### src/rtl/pixel_stream_gen.sv
// Test-pattern pixel source: WIDTH x HEIGHT frames on a valid/ready stream with sof/eol/eof markers.
// Registered outputs, first pixel one cycle after start; pixel and markers hold while the sink stalls.
module pixel_stream_gen #(
  parameter int          WIDTH      = 16,
  parameter int          HEIGHT     = 16,
  parameter int          GAP_CYCLES = 4,
  parameter logic [7:0]  LFSR_SEED  = 8'hA5
) (
  input  logic        clk,
  input  logic        rst,
  input  logic        start,
  input  logic        cont,
  input  logic [1:0]  pattern,
  input  logic [7:0]  const_val,
  output logic [7:0]  pix_out,
  output logic        pix_valid,
  input  logic        pix_ready,
  output logic        sof,
  output logic        eol,
  output logic        eof,
  output logic        busy,
  output logic        frame_done,
  output logic [15:0] frame_cnt
);

  localparam int XW = (WIDTH > 1) ? $clog2(WIDTH) : 1;
  localparam int YW = (HEIGHT > 1) ? $clog2(HEIGHT) : 1;
  localparam int GW = $clog2(GAP_CYCLES + 1);

  typedef enum logic [1:0] {IDLE, STREAM, GAP} state_t;

  state_t          state, nstate;
  logic [XW-1:0]   x, nx;
  logic [YW-1:0]   y, ny;
  logic [7:0]      lfsr, lfsr_nxt;
  logic [1:0]      pat_sh;
  logic [7:0]      const_sh;
  logic [GW-1:0]   gap_cnt;
  logic [15:0]     frame_cnt_q;
  logic            xfer, gap_last, load;

  assign frame_cnt = frame_cnt_q;

  function automatic logic [7:0] pix_fn(input logic [1:0] p, input logic [7:0] c,
                                        input logic [XW-1:0] px, input logic [YW-1:0] py,
                                        input logic [7:0] l);
    logic [31:0] blk;
    blk = (32'(px) >> 3) ^ (32'(py) >> 3);
    case (p)
      2'b00:   pix_fn = 8'(px) + 8'(py);
      2'b01:   pix_fn = blk[0] ? 8'hFF : 8'h00;
      2'b10:   pix_fn = l;
      default: pix_fn = c;
    endcase
  endfunction

  // Fibonacci taps for x^8+x^6+x^5+x^4+1
  assign lfsr_nxt = {lfsr[6:0], lfsr[7] ^ lfsr[5] ^ lfsr[4] ^ lfsr[3]};
  assign nx = (x == XW'(WIDTH - 1)) ? '0 : x + 1'b1;
  assign ny = (x == XW'(WIDTH - 1)) ? ((y == YW'(HEIGHT - 1)) ? '0 : y + 1'b1) : y;

  always_ff @(posedge clk or posedge rst) begin
    if (rst) state <= IDLE;
    else     state <= nstate;
  end

  always_comb begin
    nstate = state;
    case (state)
      IDLE:    if (start) nstate = STREAM;
      STREAM:  if (xfer && eof) nstate = GAP;
      GAP:     if (gap_last) nstate = cont ? STREAM : IDLE;
      default: nstate = IDLE;
    endcase
  end

  always_comb begin
    busy     = (state != IDLE);
    xfer     = (state == STREAM) && pix_valid && pix_ready;
    gap_last = (state == GAP) && (gap_cnt == GW'(GAP_CYCLES - 1));
    load     = ((state == IDLE) && start) || (gap_last && cont);
  end

  always_ff @(posedge clk or posedge rst) begin
    if (rst) begin
      x           <= '0;
      y           <= '0;
      lfsr        <= LFSR_SEED;
      pat_sh      <= 2'b00;
      const_sh    <= 8'h00;
      gap_cnt     <= '0;
      frame_cnt_q <= 16'h0000;
      frame_done  <= 1'b0;
      pix_out     <= 8'h00;
      pix_valid   <= 1'b0;
      sof         <= 1'b0;
      eol         <= 1'b0;
      eof         <= 1'b0;
    end else begin
      frame_done <= 1'b0;
      if (load) begin
        // shadow regs isolate the running frame from input changes
        pat_sh    <= pattern;
        const_sh  <= const_val;
        x         <= '0;
        y         <= '0;
        lfsr      <= LFSR_SEED;
        pix_out   <= pix_fn(pattern, const_val, '0, '0, LFSR_SEED);
        pix_valid <= 1'b1;
        sof       <= 1'b1;
        eol       <= 1'b0;
        eof       <= 1'b0;
      end else if (xfer) begin
        if (eof) begin
          x           <= '0;
          y           <= '0;
          gap_cnt     <= '0;
          pix_out     <= 8'h00;
          pix_valid   <= 1'b0;
          sof         <= 1'b0;
          eol         <= 1'b0;
          eof         <= 1'b0;
          frame_done  <= 1'b1;
          frame_cnt_q <= frame_cnt_q + 16'd1;
        end else begin
          x       <= nx;
          y       <= ny;
          lfsr    <= lfsr_nxt;
          pix_out <= pix_fn(pat_sh, const_sh, nx, ny, lfsr_nxt);
          sof     <= 1'b0;
          eol     <= (nx == XW'(WIDTH - 1));
          eof     <= (nx == XW'(WIDTH - 1)) && (ny == YW'(HEIGHT - 1));
        end
      end else if (state == GAP) begin
        gap_cnt <= gap_cnt + 1'b1;
      end
    end
  end

endmodule

### config.mk
export PLATFORM = sky130hd
export DESIGN_NAME = pixel_stream_gen
export DESIGN_NICKNAME = d
export VERILOG_FILES = /design/src/rtl/pixel_stream_gen.sv
export SDC_FILE = /design/constraint.sdc
export NUM_CORES = 1
export LEC_CHECK = 0
export CAP_MARGIN = 40
export CELL_PAD_IN_SITES_DETAIL_PLACEMENT = 0
export CELL_PAD_IN_SITES_GLOBAL_PLACEMENT = 1
export CORE_ASPECT_RATIO = 1.4
export CORE_MARGIN = 2
export CORE_UTILIZATION = 35
export CTS_CLUSTER_DIAMETER = 80
export DETAILED_ROUTE_END_ITERATION = 12
export PLACE_DENSITY = 0.64
export SLEW_MARGIN = 20
export SYNTH_ARGS = -nofsm -noshare
export SYNTH_HDL_FRONTEND = slang
export SYNTH_SLANG_ARGS = --single-unit
### constraint.sdc
create_clock -name clk -period 7.5 [get_ports clk]
set_clock_uncertainty 0.2 [all_clocks]
set_input_delay 1.875 -clock clk [delete_from_list [all_inputs] [get_ports clk]]
set_output_delay 1.875 -clock clk [all_outputs]
set_load 0.1 [all_outputs]
==> impl_metrics.yaml <==
logic_synthesis:
  syn_area_per_cell_sq_um: 9.73
  yosysUniqueCellTypes: 51
  synth_top_area_frac: 0.450
  syn_nets: 345
  ys_top_cells_by_area: "dfrtp_1, nand2_1, xnor2_1, ha_1, dfstp_2"
  synthFlopType: "dfrtp_1"
  ys_ff_latch: 60
  synth_top_cell_by_area: "dfrtp_1"
  synthArstFlopShare: 1.00
  seq_area_frac_synth: 0.484
  yosys_warnings: 0
  synth_area_sq_um: 3110
  synth_edf_count: 0
  syn_inst: 320
finish:
  utilization: 0.511
  drive_above_1_share: 0.157
  layout_commonest_cell: "nand2_1"
  final-seq-area_sq_um: 1510
  n_antenna_cell: 0
  multi_input_area_sq_um: 1470
  nets: 416
  n_fill_cell: 818
  syn_to_final_growth_pct: 41.4
  final_cell_mix: "nand2_1, dfrtp_1, clkdlybuf4s50_1"
flow_run:
  drv_cap: 0
detailed_routing:
  ant_nets: 0
  route.met3.wl_microns: 217
  top_layer: "met4"
  drt_pass1_iterations: 4
  m1WireLength_mm: 3.60
  vias: 2605
  met2_length_mm: 3.95
  wl_mm: 7.90
  first_iter_violations: 86
  wl_per_cell_microns: 15.8
  drc: 0
  viasPerCell: 5.20
sta:
  min_period_ns: 3.87
  setup_violations: 0
  slew_headroom: 0.484
  finalHoldViolations: 0
  final.setup.tns_ns: 0
  worst_pin_slew_ns: 0.774
  clock.fmax_ghz: 0.259
  timing.final.crit_share: 0.515
  drv_slew: 0
  rsz0062_at_grt: "no"
placement:
  hpwl_mm: 5.52
  io_buffer_count: 44
  gp_congestion: 0.856
clock_network:
  cts_htree_levels: 3
  clkLatencyLatePin_ns: 0.32
  cts_hold_buf: 0
  post_cts_resized: 0
  ctsRootBufferMaster: "clkbuf_16"
  postCtsSetupBuffers: 0
  cts_tree: "built"
  clock_path_buffers: 2
  cts.sinks: 60
  cts_buffers: 9
  clkTransAtPathRegs_ns: 0.05
die:
  die_w_microns: 83.7
  initial_core_util: 0.362
  core_sq_um: 8610
  die_y_microns: 116
  row_count: 40
  num_io_pins: 45
  die-area_sq_um: 9680
global_route:
  antenna_found_initial: 0
  grt_util_all_layers: 0.177
  grt_max_degree: 61
  grt_pass1_wl_mm: 13.5
  grt_pass1_vias: 2659
  grt.overflow.total: 0
worst_setup_path:
  cp-start-kind: "flip-flop"
  worst_ep_required_time_ns: 5.43
  arrival_ns: 1.79
  cp_max_fo: 8
  crit_type: "reg -> out"
  worstSetupEndpointType: "output pin"
power_and_ir_drop:
  powerDensity_nw_per_um2: 310
  power_leakage_nw: 2.00
  ir_drop_v: 0.000216
outcome:
  run_status: "complete, no violations"
hold_path:
  hold_path_class: "reg -> reg"
[final cells by class]
cell class,count,share of cell area
clock inverter,5,0.00625
multi-input combinational,225,0.334
timing repair buffer,78,0.218
inverter,17,0.0145
clock buffer,11,0.0551
tap,105,0.0298
sequential,60,0.342
[Yosys cell counts (6+ instances only)]
| master | instances |
|---|---|
| nor2_1 | 9 |
| a22o_1 | 8 |
| inv_1 | 17 |
| a21oi_1 | 11 |
| ha_1 | 9 |
| xor2_1 | 8 |
| nand4_1 | 7 |
| nand3_1 | 19 |
| xnor2_1 | 15 |
| mux2i_1 | 6 |
| dfrtp_1 | 56 |
| nand2_1 | 59 |
| clkbuf_1 | 13 |
| o21ai_0 | 21 |
[stage by stage]
stage / hold WS, ns / area (sq um) / total power, mW / std cells / setup WS, ns
finish: 0.260 / 4400 / 1.36 / 501 / 3.63
global route: 0.273 / 4400 / 1.44 / 501 / 3.53
CTS: 0.269 / 4380 / 1.38 / 500 / 3.61
detailed placement: 0.258 / 4110 / 0.997 / 484 / 3.38
global placement: 0.256 / 3640 / 0.922 / 454 / 3.41
floorplan: 0.240 / 3110 / 0.799 / 320 / 3.95
[logic make-up (layout without fill, tap and decap cells)]
kind of cell / after synthesis / after routing / synth area share
AO/OA/AOI/OAI: 68 / 68 / 0.147
XOR/XNOR: 23 / 23 / 0.0647
adder cells (fa/ha/maj): 10 / 10 / 0.0426
flip-flops: 60 / 60 / 0.484
AND/OR/NAND/NOR: 114 / 114 / 0.180
buffers and inverters: 35 / 111 / 0.0446
multiplexers: 10 / 10 / 0.0374
[sequential cells by signal, indices dropped and copies added, names as in the netlist, 2 cells and up]
| signal | count |
|---|---|
| pat_sh | 2 |
| x | 4 |
| pix_out | 8 |
| const_sh | 8 |
| state | 2 |
| y | 4 |
| frame_cnt | 16 |
| gap_cnt | 3 |
| lfsr | 8 |
[where the power goes]
group	total, mW	internal, mW	leakage [nW]	switching [mW]
registers	0.471	0.396	0.776	0.0753
clock network	0.371	0.230	0.135	0.141
logic	0.522	0.212	1.09	0.310
[critical path: stages (launching register included)]
cell and delay, ns:
dfrtp_1 0.48, or2_2 0.35, clkdlybuf4s50_1 0.46, buf_8 0.18
[layer usage]
metal	vias up	GRT usage
met4	0	0.0785
li1	1271	-
met3	10	0.0370
met2	44	0.286
met1	1280	0.230
met5	-	0
[worst paths after layout]
path | startpoint | endpoint | slack (ns) | cells after the start
worst min-delay path | frame_cnt[15] | frame_cnt[15] | 0.26 | 1
max in group asynchronous | rst | lfsr[3] | 4.88 | 4
min in group asynchronous | rst | x[1] | 1.70 | 3
worst min register to register | frame_cnt[15] | frame_cnt[15] | 0.26 | 1
worst max register to register | x[0] | pix_out[1] | 4.24 | 9
worst max-delay path | state[0] | busy | 3.63 | 3
Note: power is estimated with default switching activity, not from simulation.
